**src/rtl/square_gen_pkg.sv**
```systemverilog
// Shared types and default constants for the programmable square-wave generator.
package square_gen_pkg;

   localparam int unsigned DefWidth  = 28;
   localparam int unsigned DefPeriod = 100;
   localparam int unsigned DefHigh   = 50;

   typedef enum logic [0:0] {
      StIdle,
      StRun
   } state_e;

endpackage

```
**src/rtl/square_gen_if.sv**
```systemverilog
// Configuration offer channel: valid/ready handshake carrying period, high time and burst length.
interface square_gen_if
   import square_gen_pkg::*;
#(
   parameter int unsigned WIDTH = DefWidth
) ();

   logic             cfg_valid;
   logic             cfg_ready;
   logic [WIDTH-1:0] cfg_period;
   logic [WIDTH-1:0] cfg_high;
   logic [WIDTH-1:0] cfg_cycles;
   logic             cfg_err;

   modport master (
      output cfg_valid,
      output cfg_period,
      output cfg_high,
      output cfg_cycles,
      input  cfg_ready,
      input  cfg_err
   );

   modport slave (
      input  cfg_valid,
      input  cfg_period,
      input  cfg_high,
      input  cfg_cycles,
      output cfg_ready,
      output cfg_err
   );

endinterface

```
**src/rtl/square_gen_cfg.sv**
```systemverilog
// Config front end: validates offers, holds one pending config while running, and owns the
// active period/high/burst registers, which only change in IDLE or on a period boundary.
module square_gen_cfg
   import square_gen_pkg::*;
#(
   parameter int unsigned WIDTH      = DefWidth,
   parameter int unsigned DEF_PERIOD = DefPeriod,
   parameter int unsigned DEF_HIGH   = DefHigh
) (
   input  logic             clk,
   input  logic             rst_n,
   square_gen_if.slave      cfg,
   input  logic             idle,
   input  logic             boundary,
   output logic [WIDTH-1:0] act_period,
   output logic [WIDTH-1:0] act_high,
   output logic [WIDTH-1:0] act_cycles
);

   logic             xfer;
   logic             cfg_ok;

   logic             pend_q, pend_d;
   logic [WIDTH-1:0] pend_period_q, pend_period_d;
   logic [WIDTH-1:0] pend_high_q, pend_high_d;
   logic [WIDTH-1:0] pend_cycles_q, pend_cycles_d;

   logic [WIDTH-1:0] act_period_q, act_period_d;
   logic [WIDTH-1:0] act_high_q, act_high_d;
   logic [WIDTH-1:0] act_cycles_q, act_cycles_d;

   logic             err_q, err_d;

   // A slot is free whenever nothing is waiting for a boundary.
   assign cfg.cfg_ready = ~pend_q;
   assign cfg.cfg_err   = err_q;
   assign xfer          = cfg.cfg_valid & ~pend_q;

   assign cfg_ok = (cfg.cfg_period >= WIDTH'(2)) &&
                   (cfg.cfg_high != '0) &&
                   (cfg.cfg_high < cfg.cfg_period);

   always_comb begin
      pend_d        = pend_q;
      pend_period_d = pend_period_q;
      pend_high_d   = pend_high_q;
      pend_cycles_d = pend_cycles_q;
      act_period_d  = act_period_q;
      act_high_d    = act_high_q;
      act_cycles_d  = act_cycles_q;
      err_d         = xfer & ~cfg_ok;

      if (xfer && cfg_ok && idle) begin
         act_period_d = cfg.cfg_period;
         act_high_d   = cfg.cfg_high;
         act_cycles_d = cfg.cfg_cycles;
      end else if (xfer && cfg_ok) begin
         pend_d        = 1'b1;
         pend_period_d = cfg.cfg_period;
         pend_high_d   = cfg.cfg_high;
         pend_cycles_d = cfg.cfg_cycles;
      end else if (pend_q && (idle || boundary)) begin
         // xfer needs an empty slot, so this never collides with a new capture.
         pend_d       = 1'b0;
         act_period_d = pend_period_q;
         act_high_d   = pend_high_q;
         act_cycles_d = pend_cycles_q;
      end
   end

   always_ff @(posedge clk or negedge rst_n) begin
      if (!rst_n) begin
         pend_q        <= 1'b0;
         pend_period_q <= '0;
         pend_high_q   <= '0;
         pend_cycles_q <= '0;
         act_period_q  <= WIDTH'(DEF_PERIOD);
         act_high_q    <= WIDTH'(DEF_HIGH);
         act_cycles_q  <= '0;
         err_q         <= 1'b0;
      end else begin
         pend_q        <= pend_d;
         pend_period_q <= pend_period_d;
         pend_high_q   <= pend_high_d;
         pend_cycles_q <= pend_cycles_d;
         act_period_q  <= act_period_d;
         act_high_q    <= act_high_d;
         act_cycles_q  <= act_cycles_d;
         err_q         <= err_d;
      end
   end

   assign act_period = act_period_q;
   assign act_high   = act_high_q;
   assign act_cycles = act_cycles_q;

endmodule

```
**src/rtl/square_gen.sv**
```systemverilog
// Programmable square-wave generator: IDLE/RUN control, phase counter, period count and the
// registered wave output. Config changes land only on period boundaries.
module square_gen
   import square_gen_pkg::*;
#(
   parameter int unsigned WIDTH      = DefWidth,
   parameter int unsigned DEF_PERIOD = DefPeriod,
   parameter int unsigned DEF_HIGH   = DefHigh
) (
   input  logic             clk,
   input  logic             rst_n,
   square_gen_if.slave      cfg,
   input  logic             start,
   input  logic             stop,
   output logic             square,
   output logic             busy,
   output logic             done,
   output logic [WIDTH-1:0] period_cnt
);

   state_e           state_q, state_d;
   logic [WIDTH-1:0] phase_q, phase_d;
   logic [WIDTH-1:0] cnt_q, cnt_d;
   logic             square_q, square_d;
   logic             done_q, done_d;
   logic             stop_seen_q, stop_seen_d;

   logic [WIDTH-1:0] act_period;
   logic [WIDTH-1:0] act_high;
   logic [WIDTH-1:0] act_cycles;
   logic             wrap;
   logic [WIDTH-1:0] cnt_inc;
   logic [WIDTH-1:0] phase_inc;

   square_gen_cfg #(
      .WIDTH      (WIDTH),
      .DEF_PERIOD (DEF_PERIOD),
      .DEF_HIGH   (DEF_HIGH)
   ) u_cfg (
      .clk        (clk),
      .rst_n      (rst_n),
      .cfg        (cfg),
      .idle       (state_q == StIdle),
      .boundary   (wrap),
      .act_period (act_period),
      .act_high   (act_high),
      .act_cycles (act_cycles)
   );

   assign wrap      = (state_q == StRun) && (phase_q == act_period - WIDTH'(1));
   assign cnt_inc   = (cnt_q == '1) ? cnt_q : cnt_q + WIDTH'(1);
   assign phase_inc = phase_q + WIDTH'(1);

   always_comb begin
      state_d     = state_q;
      phase_d     = phase_q;
      cnt_d       = cnt_q;
      square_d    = square_q;
      done_d      = 1'b0;
      stop_seen_d = stop_seen_q;

      unique case (state_q)
         StIdle: begin
            if (start && !stop) begin
               state_d     = StRun;
               phase_d     = '0;
               cnt_d       = '0;
               stop_seen_d = 1'b0;
               // Phase 0 is always high because H >= 1 is enforced on every accepted config.
               square_d    = 1'b1;
            end
         end
         StRun: begin
            if (wrap) begin
               cnt_d   = cnt_inc;
               phase_d = '0;
               if (stop_seen_q || stop ||
                   ((act_cycles != '0) && (cnt_inc >= act_cycles))) begin
                  state_d     = StIdle;
                  done_d      = 1'b1;
                  square_d    = 1'b0;
                  stop_seen_d = 1'b0;
               end else begin
                  square_d = 1'b1;
               end
            end else begin
               phase_d     = phase_inc;
               square_d    = phase_inc < act_high;
               stop_seen_d = stop_seen_q | stop;
            end
         end
         default: begin
            state_d = StIdle;
         end
      endcase
   end

   always_ff @(posedge clk or negedge rst_n) begin
      if (!rst_n) begin
         state_q     <= StIdle;
         phase_q     <= '0;
         cnt_q       <= '0;
         square_q    <= 1'b0;
         done_q      <= 1'b0;
         stop_seen_q <= 1'b0;
      end else begin
         state_q     <= state_d;
         phase_q     <= phase_d;
         cnt_q       <= cnt_d;
         square_q    <= square_d;
         done_q      <= done_d;
         stop_seen_q <= stop_seen_d;
      end
   end

   assign square     = square_q;
   assign busy       = (state_q == StRun);
   assign done       = done_q;
   assign period_cnt = cnt_q;

endmodule

```
**src/flat_wrapper.sv**
```systemverilog
// flat-port wrapper written by rule: the top's interface ports become plain ports
module square_gen_flat import square_gen_pkg::*;
#(
   parameter int unsigned WIDTH      = DefWidth,
   parameter int unsigned DEF_PERIOD = DefPeriod,
   parameter int unsigned DEF_HIGH   = DefHigh
)
  (clk, rst_n, start, stop, square, busy, done, period_cnt, cfg_cfg_valid, cfg_cfg_period, cfg_cfg_high, cfg_cfg_cycles, cfg_cfg_ready, cfg_cfg_err);
  square_gen_if #(.WIDTH(WIDTH)) cfg_i ();
  input  logic clk;
  input  logic rst_n;
  input  logic start;
  input  logic stop;
  output logic square;
  output logic busy;
  output logic done;
  output logic [WIDTH-1:0] period_cnt;
  input wire logic [$bits(cfg_i.cfg_valid)-1:0] cfg_cfg_valid;
  input wire logic [$bits(cfg_i.cfg_period)-1:0] cfg_cfg_period;
  input wire logic [$bits(cfg_i.cfg_high)-1:0] cfg_cfg_high;
  input wire logic [$bits(cfg_i.cfg_cycles)-1:0] cfg_cfg_cycles;
  output wire logic [$bits(cfg_i.cfg_ready)-1:0] cfg_cfg_ready;
  output wire logic [$bits(cfg_i.cfg_err)-1:0] cfg_cfg_err;
  assign cfg_i.cfg_valid = cfg_cfg_valid;
  assign cfg_i.cfg_period = cfg_cfg_period;
  assign cfg_i.cfg_high = cfg_cfg_high;
  assign cfg_i.cfg_cycles = cfg_cfg_cycles;
  assign cfg_cfg_ready = cfg_i.cfg_ready;
  assign cfg_cfg_err = cfg_i.cfg_err;
  square_gen #(.WIDTH(WIDTH), .DEF_PERIOD(DEF_PERIOD), .DEF_HIGH(DEF_HIGH)) u_core (.clk(clk), .rst_n(rst_n), .cfg(cfg_i), .start(start), .stop(stop), .square(square), .busy(busy), .done(done), .period_cnt(period_cnt));
endmodule
```
**config.mk**
```make
export PLATFORM = sky130hd
export DESIGN_NAME = square_gen_flat
export DESIGN_NICKNAME = d
export VERILOG_FILES = /design/src/rtl/square_gen_pkg.sv /design/src/rtl/square_gen_if.sv /design/src/rtl/square_gen_cfg.sv /design/src/rtl/square_gen.sv /design/src/flat_wrapper.sv
export SDC_FILE = /design/constraint.sdc
export NUM_CORES = 1
export LEC_CHECK = 0
export BUFFER_PORTS_ARGS = -buffer_cell sky130_fd_sc_hd__buf_2
export CAP_MARGIN = 20
export CORE_ASPECT_RATIO = 1.1
export CORE_MARGIN = 3
export CORE_UTILIZATION = 45
export DETAILED_ROUTE_END_ITERATION = 10
export GPL_ROUTABILITY_DRIVEN = 0
export GPL_TIMING_DRIVEN = 0
export PLACE_DENSITY = 0.61
export SYNTH_ARGS = -nofsm -noshare
export SYNTH_HDL_FRONTEND = slang
export SYNTH_SLANG_ARGS = --single-unit
```
**constraint.sdc**
```tcl
create_clock -name clk -period 3.2 [get_ports clk]
set_input_delay 0.16 -clock clk [delete_from_list [all_inputs] [get_ports clk]]
set_output_delay 0.16 -clock clk [all_outputs]
set_load 0.05 [all_outputs]
```
==> flow_summary.yaml, run 1 <==
finish:
  nNetsFinal: 2050
  drive_above_1_share_pct: 32.35
  diodes: 0
  syn_to_final_growth_pct: 36.40
  nFillCells: 2640
die:
  initial_utilization_pct: 45.68
  ioPinCount: 122
  fp-row-count: 68
  die_h_um: 193.5
  dieArea_um2: 34140
  die_x_um: 176.4
  core_um2: 31480
synth:
  syn-num-nets: 1731
  synth_top_area_share_pct: 38.98
  synth_edf_count: 0
  synthFlopType: "dfrtp_1"
  synth_common_cells: "dfrtp_1 (224), nand3_1 (129), nor2_1 (118)"
  ys_ff_latch: 230
  synth.most_common_cell: "dfrtp_1"
  synth.avg_cell_area_um2: 9.235
  synthDistinctLibCells: 74
  synth-async-reset-ratio_pct: 100.0
  postSynthCellCount: 1557
  yosysSeqAreaShare_pct: 40.08
  yosysWarnings: 0
  synth_area_leaders: "dfrtp_1 (39%), ha_1 (7.4%), mux2_2 (6.7%), nand3_1 (4.5%), a31oi_1 (4.0%)"
  netlist_area_um2: 14380
  yosysTopAreaCell: "dfrtp_1"
setup_path:
  r2r-end: "u_core.phase_q[1]$_DFFE_PN0P_"
  crit_arrival_ns: 3.94
  crit_required_ns: 3.63
  endpoint_kind: "flip-flop"
  r2r-start: "u_core.u_cfg.act_period[6]$_DFFE_PN1P_"
  path_max_fanout: 8
  worst-r2r-cell-count: 13
  reg2reg_setup_slack_ns: -0.31
  crit_path_start_kind: "flip-flop"
  critPathKind: "flip-flop to flip-flop"
drt:
  ant_nets: 0
  avgRoutedWirePerCell_um: 20.78
  route.detailed.drc: 0
  drtIter0Drc: 1195
  wl_um: 48120
  first_pass_iters: 6
  via_per_inst: 5.905
  num_vias: 13669
min_path:
  hp-class: "primary input to flip-flop"
  hold_depth: 3
  hp-start: "cfg_cfg_high[18]"
  worstHoldEndpoint: "u_core.u_cfg.act_high[18]$_DFFE_PN0P_"
power_and_ir_drop:
  ir_drop_mv: 0.5012
  powerDensity_nw_per_um2: 759.5
  leakagePower_nw: 8.708
run_status:
  status: "finished, violations left"
  violations: "negative setup slack"
clock_network:
  cts_root_buf: "clkbuf_16"
  htreeDepth: 1
  cts_tree: "yes"
  cts_sinks: 230
  clk_path_buf_depth: 3
  path_clk_slew_ns: 0.07
  clock_latency_ns: 0.54
  cts_made_buffers: 26
timing:
  relSlewSlack_pct: 41.23
  min_period_ns: 3.510
  setup-tns-final_ns: -28.92
  slew_viol_final: 0
  fin_skew_ns: 0.02193
  finalCritPeriodShare_pct: 109.7
  setup_slack_ns: -0.3103
  hold_viol: 0
  setup_viol: 145
  max_freq_mhz: 284.9
  rsz0062_at_grt: "yes"
  worst_pin_slew_ns: 0.8815
place:
  dp_slack_ns: -0.8514
  dp.final_hpwl_um: 33360
  place.port_buffers: 121
grt:
  grt_pass1_wl_um: 72940
  grt_pass1_vias: 13170
  grt_start_max_net_pins: 104
  grt-ovfl-total: 0
  grt_use_total_pct: 26.47
  antenna_found_initial: 0
job:
  drv_cap: 0
[per-layer routing]
metal  routed length [um]  global-route usage, %  vias to the layer above  share of wire (%)
met5                    0                      0                        -                  0
met4                 1109                  5.239                        0                2.3
met3                 2793                  2.513                       80                5.8
met2                22640                  42.65                      515                 47
met1                21570                  39.11                     6716                 45
li1                     -                      -                     6358                  -
[report_power, final]
group          switching, mW  internal (mW)
clock network           1.26           2.04
logic                   3.45           2.69
registers               1.27           4.19
total                   5.98           8.92
[worst max path at each step]
stage | start | end | slack, ns
final | u_core.u_cfg.act_period[6]$_DFFE_PN1P_ | u_core.phase_q[1]$_DFFE_PN0P_ | -0.31
after global routing | u_core.phase_q[0]$_DFFE_PN0P_ | u_core.square$_DFFE_PN0P_ | -0.48
after CTS | u_core.u_cfg.act_period[4]$_DFFE_PN0P_ | u_core.u_cfg.act_period[24]$_DFFE_PN0P_ | -0.25
after detailed placement | u_core.u_cfg.act_period[0]$_DFFE_PN0P_ | u_core.u_cfg.act_cycles[25]$_DFFE_PN0P_ | -0.85
after global placement | rst_n | u_core.period_cnt[4]$_DFFE_PN0P_ | -2.69
after floorplan | u_core.period_cnt[14]$_DFFE_PN0P_ | u_core.square$_DFFE_PN0P_ | -0.05
[per-stage QoR]
stage                     utilization [%]  instances  power [mW]  cell area [um2]  hold slack [ns]
after floorplan                         -       1557       8.746            14490          -0.1356
after global placement              49.61       2098       10.27            15620           0.4136
after detailed placement            49.82       2100       10.44            15680          0.09039
after CTS                           58.07       2275       14.21            18280         0.003585
after global routing                62.30       2315       15.76            19610          0.02502
final                               62.30       2315       14.90            19610          0.01212
[critical path, cell delays in order, from the launching register on]
cell and delay [ns]:
dfstp_2 0.40, or4_4 0.59, or4_4 0.61, buf_6 0.15
nor3b_4 0.22, o22ai_2 0.13, nor4_4 0.22, buf_4 0.19
a41oi_4 0.09, buf_12 0.18, clkbuf_16 0.17, clkbuf_16 0.16
buf_6 0.11, a22o_1 0.16
[cells in the final DEF (no fill, tap or decap), types with 17 or more instances in the layout]
cell type	instances
xnor2_1	47
nand4_1	35
buf_2	121
mux2_2	85
a21o_1	28
dlygate4sd3_1	88
buf_4	61
dfrtp_1	183
ha_1	83
nor4_1	30
nand3_1	80
inv_1	95
xor2_1	27
clkbuf_1	56
a22o_1	21
nor2_1	113
buf_8	18
a31oi_1	92
buf_6	17
a21oi_1	21
clkbuf_16	39
o21ai_2	46
o211ai_1	24
o21ai_0	26
dfrtp_2	41
o21ai_1	34
nand3_2	49
nand2_1	69
[state kept, by name, summed over array words and instances (netlist names), 28 cells and up]
register	flops
u_core.u_cfg.act_high	28
u_core.u_cfg.pend_cycles_q	28
u_core.u_cfg.act_period	28
u_core.period_cnt	28
u_core.phase_q	28
u_core.u_cfg.pend_period_q	28
u_core.u_cfg.act_cycles	28
u_core.u_cfg.pend_high_q	28
[kinds of logic (layout without fill, tap and decap cells)]
| kind of cell | count (synthesis) | in the layout | synth area share, % |
|---|---|---|---|
| flip-flops | 230 | 230 | 40.08 |
| XOR/XNOR | 81 | 81 | 4.934 |
| AO/OA/AOI/OAI | 352 | 352 | 15.65 |
| adder cells (fa/ha/maj) | 85 | 85 | 7.396 |
| buffers and inverters | 200 | 538 | 5.743 |
| AND/OR/NAND/NOR | 516 | 516 | 18.98 |
| multiplexers | 93 | 93 | 7.214 |
[cell type report]
class | instances | area (um2) | share of cell area, %
multi-input combinational | 1127 | 8730 | 44.51
sequential | 230 | 5814 | 29.65
timing repair buffer | 303 | 2561 | 13.06
clock buffer | 37 | 793.3 | 4.045
buffer | 93 | 675.6 | 3.445
tap | 420 | 525.5 | 2.679
inverter | 95 | 356.6 | 1.818
clock inverter | 10 | 156.4 | 0.7974
[timing repair]
item	4_1_cts	5_1_grt
pin swaps	44	94
hold buffers	87	1
endpoints found under the hold margin	294	1
resized for setup	119	269
setup buffers	47	31
gates cloned	2	13
setup endpoints to repair	145	194
(Power assumes the default switching activity.)
==> run 2, diff against run 1 <==
--- a/config.mk
+++ b/config.mk
@@ -14,6 +14,7 @@
 export GPL_ROUTABILITY_DRIVEN = 0
 export GPL_TIMING_DRIVEN = 0
 export PLACE_DENSITY = 0.61
+export SKIP_LAST_GASP = 1
 export SYNTH_ARGS = -nofsm -noshare
 export SYNTH_HDL_FRONTEND = slang
 export SYNTH_SLANG_ARGS = --single-unit
==> flow_summary.yaml, run 2 (synthesized netlist as in run 1, its figures left out) <==
grt:
  grt_pass1_wl_um: 72940
  grt_use_total_pct: 26.47
  grt_pass1_vias: 13170
  grt-ovfl-total: 0
  grt_start_max_net_pins: 104
  antenna_found_initial: 0
setup_path:
  endpoint: "u_core.phase_q[1]$_DFFE_PN0P_"
  crit_arrival_ns: 3.94
  endpoint_kind: "flip-flop"
  path_depth: 13
  crit_required_ns: 3.63
  crit_buf_inv: 6
  critPathKind: "flip-flop to flip-flop"
  worst-r2r-cell-count: 13
  crit_path_max_incr_delay_ns: 0.61
  slowest_stage: "or4_4"
  crit_path_start_kind: "flip-flop"
  r2r-start: "u_core.u_cfg.act_period[4]$_DFFE_PN0P_"
  r2r-end: "u_core.phase_q[1]$_DFFE_PN0P_"
  cp_top_family: "simple AND/OR/NAND/NOR gates"
  path_max_fanout: 8
  crit_path_start: "u_core.u_cfg.act_period[4]$_DFFE_PN0P_"
  path_cells: "or4_4 -> or4_4 -> buf_6 -> nor3b_4 -> o22ai_2 -> nor4_4 -> buf_4 -> a41oi_4 -> buf_12 -> clkbuf_16 -> clkbuf_16 -> buf_6 -> a22o_1"
  reg2reg_setup_slack_ns: -0.31
place:
  place.port_buffers: 121
  dpl_cell_area_um2: 15680
  dp.final_hpwl_um: 33360
die:
  fp-row-count: 68
  die_x_um: 176.4
  core_um2: 31480
  ioPinCount: 122
  initial_utilization_pct: 45.68
  die_h_um: 193.5
  dieArea_um2: 34140
drt:
  ant_nets: 0
  drtIter0Drc: 1221
  first_pass_iters: 6
  via_per_inst: 5.902
  avgRoutedWirePerCell_um: 20.63
  dr.max_layer_used: "met4"
  route.met3.wl_um: 2820
  num_vias: 13663
  wl_um: 47760
  drt-met1-wl_um: 21490
  route.detailed.drc: 0
  met2_length_um: 22420
power_and_ir_drop:
  powerDensity_nw_per_um2: 758.3
  power.clock.fraction_pct: 22.3
  leakagePower_nw: 8.675
  power.internal_mw: 8.884
  netSwitchingPower_mw: 5.882
  ir_drop_mv: 0.5020
  seqPwrFrac_pct: 36.7
  p_sw_share_pct: 39.84
  pwr-share-comb_pct: 41.1
  total_power_mw: 14.77
timing:
  fin_skew_ns: 0.02607
  hold_viol: 0
  max_freq_mhz: 284.8
  rsz0062_at_grt: "yes"
  worst_pin_slew_ns: 0.8873
  fin_hold_ws_ns: 0.01565
  relSlewSlack_pct: 40.85
  setup_slack_ns: -0.3114
  min_period_ns: 3.511
  slew_viol_final: 0
  finalCritPeriodShare_pct: 109.7
  setup_viol: 145
job:
  drv_cap: 0
finish:
  multi_input_comb_area_um2: 8602
  diodes: 0
  nNetsFinal: 2050
  drive_above_1_share_pct: 30.82
  syn_to_final_growth_pct: 35.43
  final_cell_mix: "dfrtp_1 (182), buf_2 (121), nor2_1 (113)"
  nFillCells: 2663
  final-seq-area_um2: 5816
  final_common_cell: "dfrtp_1"
  postLayoutCellArea_um2: 19470
clock_network:
  clk_path_buf_depth: 3
  clock_latency_ns: 0.54
  cts_sinks: 230
  htreeDepth: 1
  cts_root_buf: "clkbuf_16"
  cts_made_buffers: 26
  path_clk_slew_ns: 0.07
  cts_tree: "yes"
run_status:
  status: "finished, violations left"
  violations: "negative setup slack"
min_path:
  hp-class: "primary input to flip-flop"
[run 2: cell counts in the layout (fill, tap and decap cells not counted)]
Identical to the previous run, type by type.
[run 2: metrics by stage]
stage	TNS (ns)	setup slack, ns	cells	utilization, %
after global placement	-630.37	-2.693	2098	49.61
after detailed placement	-117.11	-0.8514	2100	49.82
final	-29.77	-0.3114	2315	61.86
after CTS	-22.96	-0.2530	2275	58.06
after floorplan	-0.1971	-0.04673	1557	-
after global routing	-44.40	-0.4159	2315	61.86
[run 2: timing repair]
item	in CTS	in global routing
cloned	2	13
buffers inserted	47	31
hold buffers	87	1
endpoints found under the hold margin	294	1
endpoints found under the setup margin	145	194
pin swaps	43	94
resized for setup	116	228
[run 2: cell type report]
class | instances | area share (%)
inverter | 95 | 1.831
sequential | 230 | 29.86
multi-input combinational | 1127 | 44.17
clock buffer | 37 | 4.073
clock inverter | 10 | 0.8031
timing repair buffer | 303 | 13.13
tap | 420 | 2.699
buffer | 93 | 3.425
[run 2: worst min-delay path: stages]
cell and delay, ns:
buf_2 0.14, nor2_1 0.14, a31oi_1 0.05
[run 2: worst min path at each step]
stage / start / to / slack, ns / cells past startpoint
final: cfg_cfg_high[18] / u_core.u_cfg.act_high[18]$_DFFE_PN0P_ / 0.02 / 3
after global routing: cfg_cfg_high[18] / u_core.u_cfg.act_high[18]$_DFFE_PN0P_ / 0.03 / 3
after CTS: cfg_cfg_period[26] / u_core.u_cfg.pend_period_q[26]$_DFFE_PN0P_ / 0.004 / 2
after detailed placement: rst_n / u_core.phase_q[2]$_DFFE_PN0P_ / 0.09 / 1
after global placement: cfg_cfg_cycles[13] / u_core.u_cfg.pend_cycles_q[13]$_DFFE_PN0P_ / 0.41 / 2
after floorplan: rst_n / u_core.busy$_DFF_PN0_ / -0.14 / 0
[run 2: power by group through the flow]
stage	Combinational, mW	Sequential [mW]	Clock [mW]
4_1_cts	5.60	5.28	3.32
3_3_place_gp	5.02	5.25	0
5_1_grt	6.65	5.56	3.44
6_report	6.06	5.42	3.29
3_5_place_dp	5.13	5.31	0
2_1_floorplan	3.51	5.24	0
[run 2: metal layers]
layer / global-route usage (%) / vias up
li1: - / 6377
met1: 39.11 / 6715
met2: 42.65 / 499
met3: 2.513 / 72
met4: 5.239 / 0
met5: 0 / -
